`src/rtl/vga_sync_gen.sv`:
```
// VGA sync decoder: turns externally supplied h/v counter values into registered
// sync, visible-area, pixel coordinate and frame-start outputs with one clock of latency.
module vga_sync_gen #(
  parameter int unsigned H_VISIBLE = 640,
  parameter int unsigned H_FRONT   = 16,
  parameter int unsigned H_SYNC    = 96,
  parameter int unsigned H_BACK    = 48,
  parameter int unsigned V_VISIBLE = 480,
  parameter int unsigned V_FRONT   = 10,
  parameter int unsigned V_SYNC    = 2,
  parameter int unsigned V_BACK    = 33
) (
  input  logic        clk_25,
  input  logic        reset_n,
  input  logic [15:0] h_counter_value,
  input  logic [15:0] v_counter_value,
  output logic        hsync,
  output logic        vsync,
  output logic        video_on,
  output logic [9:0]  pixel_x,
  output logic [9:0]  pixel_y,
  output logic        frame_start,
  output logic [7:0]  frame_count,
  output logic        range_err
);

  localparam int unsigned H_TOTAL = H_VISIBLE + H_FRONT + H_SYNC + H_BACK;
  localparam int unsigned V_TOTAL = V_VISIBLE + V_FRONT + V_SYNC + V_BACK;

  // Boundaries held at the full input width so values >= 1024 never alias.
  localparam logic [15:0] H_VIS_END  = 16'(H_VISIBLE);
  localparam logic [15:0] H_SYNC_BEG = 16'(H_VISIBLE + H_FRONT);
  localparam logic [15:0] H_SYNC_END = 16'(H_VISIBLE + H_FRONT + H_SYNC);
  localparam logic [15:0] H_TOT      = 16'(H_TOTAL);
  localparam logic [15:0] V_VIS_END  = 16'(V_VISIBLE);
  localparam logic [15:0] V_SYNC_BEG = 16'(V_VISIBLE + V_FRONT);
  localparam logic [15:0] V_SYNC_END = 16'(V_VISIBLE + V_FRONT + V_SYNC);
  localparam logic [15:0] V_TOT      = 16'(V_TOTAL);

  logic       hsync_q, hsync_d;
  logic       vsync_q, vsync_d;
  logic       video_on_q, video_on_d;
  logic [9:0] pixel_x_q, pixel_x_d;
  logic [9:0] pixel_y_q, pixel_y_d;
  logic       frame_start_q, frame_start_d;
  logic [7:0] frame_count_q, frame_count_d;
  logic       range_err_q, range_err_d;
  logic       origin_q, origin_d;
  logic       out_of_range;
  logic       at_origin;

  // Decode the sampled counters; out-of-range input forces everything idle.
  always_comb begin
    out_of_range  = (h_counter_value >= H_TOT) || (v_counter_value >= V_TOT);
    at_origin     = (h_counter_value == 16'd0) && (v_counter_value == 16'd0);
    hsync_d       = 1'b1;
    vsync_d       = 1'b1;
    video_on_d    = 1'b0;
    pixel_x_d     = 10'd0;
    pixel_y_d     = 10'd0;
    frame_start_d = 1'b0;
    frame_count_d = frame_count_q;
    range_err_d   = range_err_q | out_of_range;
    origin_d      = at_origin;
    if (!out_of_range) begin
      hsync_d    = !((h_counter_value >= H_SYNC_BEG) && (h_counter_value < H_SYNC_END));
      vsync_d    = !((v_counter_value >= V_SYNC_BEG) && (v_counter_value < V_SYNC_END));
      video_on_d = (h_counter_value < H_VIS_END) && (v_counter_value < V_VIS_END);
      if (video_on_d) begin
        pixel_x_d = h_counter_value[9:0];
        pixel_y_d = v_counter_value[9:0];
      end
      // Rising edge of the origin condition, so a held origin pulses once.
      frame_start_d = at_origin && !origin_q;
    end
    if (frame_start_d) begin
      frame_count_d = frame_count_q + 8'd1;
    end
  end

  always_ff @(posedge clk_25 or negedge reset_n) begin
    if (!reset_n) begin
      hsync_q       <= 1'b1;
      vsync_q       <= 1'b1;
      video_on_q    <= 1'b0;
      pixel_x_q     <= 10'd0;
      pixel_y_q     <= 10'd0;
      frame_start_q <= 1'b0;
      frame_count_q <= 8'd0;
      range_err_q   <= 1'b0;
      origin_q      <= 1'b0;
    end else begin
      hsync_q       <= hsync_d;
      vsync_q       <= vsync_d;
      video_on_q    <= video_on_d;
      pixel_x_q     <= pixel_x_d;
      pixel_y_q     <= pixel_y_d;
      frame_start_q <= frame_start_d;
      frame_count_q <= frame_count_d;
      range_err_q   <= range_err_d;
      origin_q      <= origin_d;
    end
  end

  assign hsync       = hsync_q;
  assign vsync       = vsync_q;
  assign video_on    = video_on_q;
  assign pixel_x     = pixel_x_q;
  assign pixel_y     = pixel_y_q;
  assign frame_start = frame_start_q;
  assign frame_count = frame_count_q;
  assign range_err   = range_err_q;

endmodule

```
`config.mk`:
```
export PLATFORM = sky130hd
export DESIGN_NAME = vga_sync_gen
export DESIGN_NICKNAME = d
export VERILOG_FILES = /design/src/rtl/vga_sync_gen.sv
export SDC_FILE = /design/constraint.sdc
export NUM_CORES = 1
export LEC_CHECK = 0
export CAP_MARGIN = 20
export CORE_UTILIZATION = 30
export CTS_CLUSTER_DIAMETER = 150
export DETAILED_ROUTE_END_ITERATION = 8
export HOLD_SLACK_MARGIN = 0.15
export MAX_ROUTING_LAYER = met4
export PLACE_DENSITY_LB_ADDON = 0.05
export SLEW_MARGIN = 15
export SYNTH_ARGS = -nofsm -noshare
export SYNTH_HDL_FRONTEND = slang
export SYNTH_SLANG_ARGS = --single-unit
```
`constraint.sdc`:
```
create_clock -name clk_25 -period 3.5 [get_ports clk_25]
set_input_delay 0.525 -clock clk_25 [delete_from_list [all_inputs] [get_ports clk_25]]
set_output_delay 0.525 -clock clk_25 [all_outputs]
set_load 0.02 [all_outputs]
```
==> out/summary.txt <==
==================================================================================
Post-layout minimum cycle time ......................................      2370 ps
Cell types with the largest area share after synthesis .............. sky130_fd_sc_hd__dfrtp_1, sky130_fd_sc_hd__and2_1, sky130_fd_sc_hd__nor4_1
Final Hold Violating Endpoints ......................................            0
Number of setup buffers added after CTS .............................            0
Startpoint of the worst-slack reg-to-reg timing path ................ frame_count[0]
Clock Tree Root ..................................................... sky130_fd_sc_hd__clkbuf_8
Synth area leader ................................................... sky130_fd_sc_hd__dfrtp_1
Fraction of power consumed by the clock network .....................        39.3%
Worst setup slack after placement ...................................     769.1 ps
# rows ..............................................................           24
Antenna Violating Nets Remaining ....................................            0
Largest clock skew in the final design ..............................     3.488 ps
Kind of capture point of the worst setup path .......................     register
Area added between synthesis and finish .............................       58.89%
Post-DR wirelength/cell .............................................     14.10 um
Switching pwr .......................................................    0.1659 mW
Number of distinct library cells after synthesis ....................           31
Arrival time at the worst endpoint ..................................      2590 ps
DR vias .............................................................        1,118
Die area ............................................................ 0.004922 sq mm
Detailed-placement wirelength estimate ..............................     2.543 mm
Net switching share of the total power ..............................       21.93%
Unrepaired setup endpoints after global routing .....................        false
All-layer global routing usage ......................................       15.86%
Data required time of the worst path ................................      3720 ps
Seq/Total Area, Yosys ...............................................       61.22%
Combinational fraction of design power ..............................         8.7%
Total Wirelength ....................................................     3.371 mm
Share of final-layout standard cells stronger than drive strength 1 .       8.556%
Longest Clk Path Bufs ...............................................            2
Die W ...............................................................     70.16 um
Worst-case headroom to the max-slew limit ...........................       44.20%
Pwr per Cell Area ................................................... 341.6 mW/mm^2
FF+latch count, synth ...............................................           34
Average instance area after synthesis ...............................  12.33 sq um
Number of warning messages in the yosys log .........................            0
Internal power ......................................................    0.5907 mW
Cell area reported after detailed placement ......................... 0.002123 sq mm
Maximum number of pins on one net before global-route repair ........           35
Global-route wire length before repair ..............................     5.623 mm
Final non-filler cell area .......................................... 0.002215 sq mm
Cells resized by post-CTS repair ....................................            0
Number of CTS-inserted buffers ......................................            5
Final setup TNS .....................................................         0 ps
Top-area cell type share of the netlist area ........................       57.45%
Number of sinks on the clock net ....................................           34
DR iter-0 viols .....................................................           52
Worst Setup Path Type ............................................... primary input to register
Fin crit share ......................................................       67.71%
Count of H-tree levels built during CTS .............................            2
Number of detailed-routing iterations run before antenna repair .....            4
Cell area after technology mapping .................................. 0.001394 sq mm
Placer's final routability congestion estimate ......................       0.8246
Port Buffer Count ...................................................           66
Total Power .........................................................    0.7566 mW
Number of antenna violations at the first check in global routing ...            0
Placeable core region ............................................... 0.004414 sq mm
# setup viols final .................................................            0
Routed via count divided by cell count ..............................        4.678
Overall die height ..................................................     70.16 um
Clock tree from TritonCTS ...........................................         done
Largest fanout on the critical path .................................           19
Source of the worst hold timing path ................................    range_err
I/O pin count .......................................................           67
Setup WS post-layout ................................................      1130 ps
Leakage Power .......................................................    0.9544 nW
Cts-stage hold buffer count .........................................            0
Result of the run ................................................... finished, final reports clean
Upper clock frequency limit .........................................   0.4219 GHz
Residual DRC count ..................................................            0
# nets final ........................................................          221
Critical path launch point .......................................... h_counter_value[15]
Min-delay worst type ................................................ register to register
Starting density of the core ........................................       31.58%
Worst-Skew Late Latency .............................................       290 ps
Number of antenna repair diodes .....................................            0
Synthesized Nets ....................................................          148
Vias in the first global route ......................................        1,172
Clock transition at the registers of the reported paths .............        60 ps
Reported max-cap violation count ....................................            0
Measured slew at the worst slew-check pin ...........................     832.4 ps
Max-slew violation count ............................................            0
Layout fillers ......................................................          389
Cell count after synthesis ..........................................          113
Sequential group share of total power ...............................        52.0%
CP Launch Type ...................................................... primary input
Max IR drop VDD .....................................................  0.0001667 V
Sum of overflow across all layers after global routing ..............            0
==================================================================================
==> synthesized netlist by cell type <==
master and n:
sky130_fd_sc_hd__and4_1 1, sky130_fd_sc_hd__or4_1 2, sky130_fd_sc_hd__dfstp_2 2, sky130_fd_sc_hd__nand3_1 2, sky130_fd_sc_hd__nand4b_1 1, sky130_fd_sc_hd__and2_1 17, sky130_fd_sc_hd__xor2_1 6, sky130_fd_sc_hd__nor2b_1 1
sky130_fd_sc_hd__nor3_2 1, sky130_fd_sc_hd__nor2_1 4, sky130_fd_sc_hd__or2_2 1, sky130_fd_sc_hd__inv_1 2, sky130_fd_sc_hd__nor4_1 10, sky130_fd_sc_hd__nor4_2 1, sky130_fd_sc_hd__ha_1 1, sky130_fd_sc_hd__nand2_1 8
sky130_fd_sc_hd__clkbuf_1 1, sky130_fd_sc_hd__conb_1 1, sky130_fd_sc_hd__nand3b_1 2, sky130_fd_sc_hd__o211ai_1 1, sky130_fd_sc_hd__and3b_1 1, sky130_fd_sc_hd__dfrtp_1 32, sky130_fd_sc_hd__nor3_1 2, sky130_fd_sc_hd__nor4b_1 1
sky130_fd_sc_hd__xnor2_1 1, sky130_fd_sc_hd__nand4_1 5, sky130_fd_sc_hd__and2_2 1, sky130_fd_sc_hd__nor4_4 2, sky130_fd_sc_hd__or3_1 1, sky130_fd_sc_hd__a2111o_1 1, sky130_fd_sc_hd__mux2_1 1
==> path summary, 6_finish.rpt <==
kind / slack, ps / cells after the start / end
worst max-delay path: 1130 / 5 / pixel_y[5]
worst min-delay path: 460 / 1 / range_err
worst max register to register: 2090 / 5 / frame_count[4]
worst min register to register: 460 / 1 / range_err
max in group asynchronous: 2520 / 2 / hsync
min in group asynchronous: 640 / 2 / pixel_y[1]
==> sequential cells by signal, summed over array words and instances (netlist names) <==
signal / cells
video_on: 1
pixel_x: 10
range_err: 1
frame_count: 8
vsync: 1
origin_q: 1
hsync: 1
pixel_y: 10
frame_start: 1
==> metrics by stage <==
step | util (%) | cells | hold WS, ps
2_1_floorplan | - | 113 | 229.4
3_3_place_gp | 48.10 | 231 | 451.5
3_5_place_dp | 48.10 | 231 | 450.4
4_1_cts | 50.17 | 239 | 466.7
5_1_grt | 50.17 | 239 | 503.2
6_report | 50.17 | 239 | 464.3
==> cells in the final DEF (no fill, tap or decap), types with 2 or more instances in the layout <==
cell type,count
sky130_fd_sc_hd__clkdlybuf4s50_1,66
sky130_fd_sc_hd__nand4_1,5
sky130_fd_sc_hd__nand3_1,2
sky130_fd_sc_hd__and2_1,17
sky130_fd_sc_hd__nor2_1,4
sky130_fd_sc_hd__nor4_1,10
sky130_fd_sc_hd__or4_1,2
sky130_fd_sc_hd__dfrtp_1,32
sky130_fd_sc_hd__inv_1,2
sky130_fd_sc_hd__nor4_4,2
sky130_fd_sc_hd__xor2_1,6
sky130_fd_sc_hd__nand3b_1,2
sky130_fd_sc_hd__clkbuf_8,6
sky130_fd_sc_hd__nor3_1,2
sky130_fd_sc_hd__dfstp_2,2
sky130_fd_sc_hd__nand2_1,8
==> metal layers <==
layer	vias to the layer above	track usage (%)	wire length, um
li1	549	-	-
met1	520	18.64	1525
met2	44	24.68	1570
met3	5	5.628	228
met4	0	6.667	46
met5	-	-	0
==> cells by family after synthesis <==
group | Yosys count | share of synthesized area (%)
xor gates and xnor gates | 7 | 4.399
other | 1 | 0.2690
adders and majority gates | 1 | 0.8975
and+or+nand+nor | 64 | 30.25
muxes | 1 | 0.8078
buffers and inverters | 3 | 0.8078
DFF | 34 | 61.22
AOI/OAI and AO/OA | 2 | 1.347
==> power groups by stage <==
stage               Combinational, mW  Sequential (mW)  Clock (mW)
detailed placement             0.0665            0.401           0
floorplan                     0.00838            0.402           0
global placement               0.0661            0.401           0
finish                         0.0656            0.394       0.297
global route                   0.0718            0.393       0.324
CTS                            0.0670            0.394       0.306
==> layout make-up <==
| cell class | instances | area [sq um] | share of cell area, % |
|---|---|---|---|
| clock inverters | 1 | 5.005 | 0.2260 |
| flip-flops and latches | 34 | 853.3 | 38.53 |
| multi-input cells | 76 | 529.3 | 23.90 |
| clock buffers | 7 | 86.33 | 3.898 |
| repair buffers | 67 | 668.1 | 30.17 |
| inverters | 2 | 7.507 | 0.3390 |
| well taps | 52 | 65.06 | 2.938 |
==> worst max-delay path, cell delays in order <==
cell,delay [ps]
sky130_fd_sc_hd__clkdlybuf4s50_1,410
sky130_fd_sc_hd__nor4_1,450
sky130_fd_sc_hd__nand2_1,210
sky130_fd_sc_hd__nor3_2,730
sky130_fd_sc_hd__and2_2,270
No activity file was read; power rests on OpenSTA's default activity.
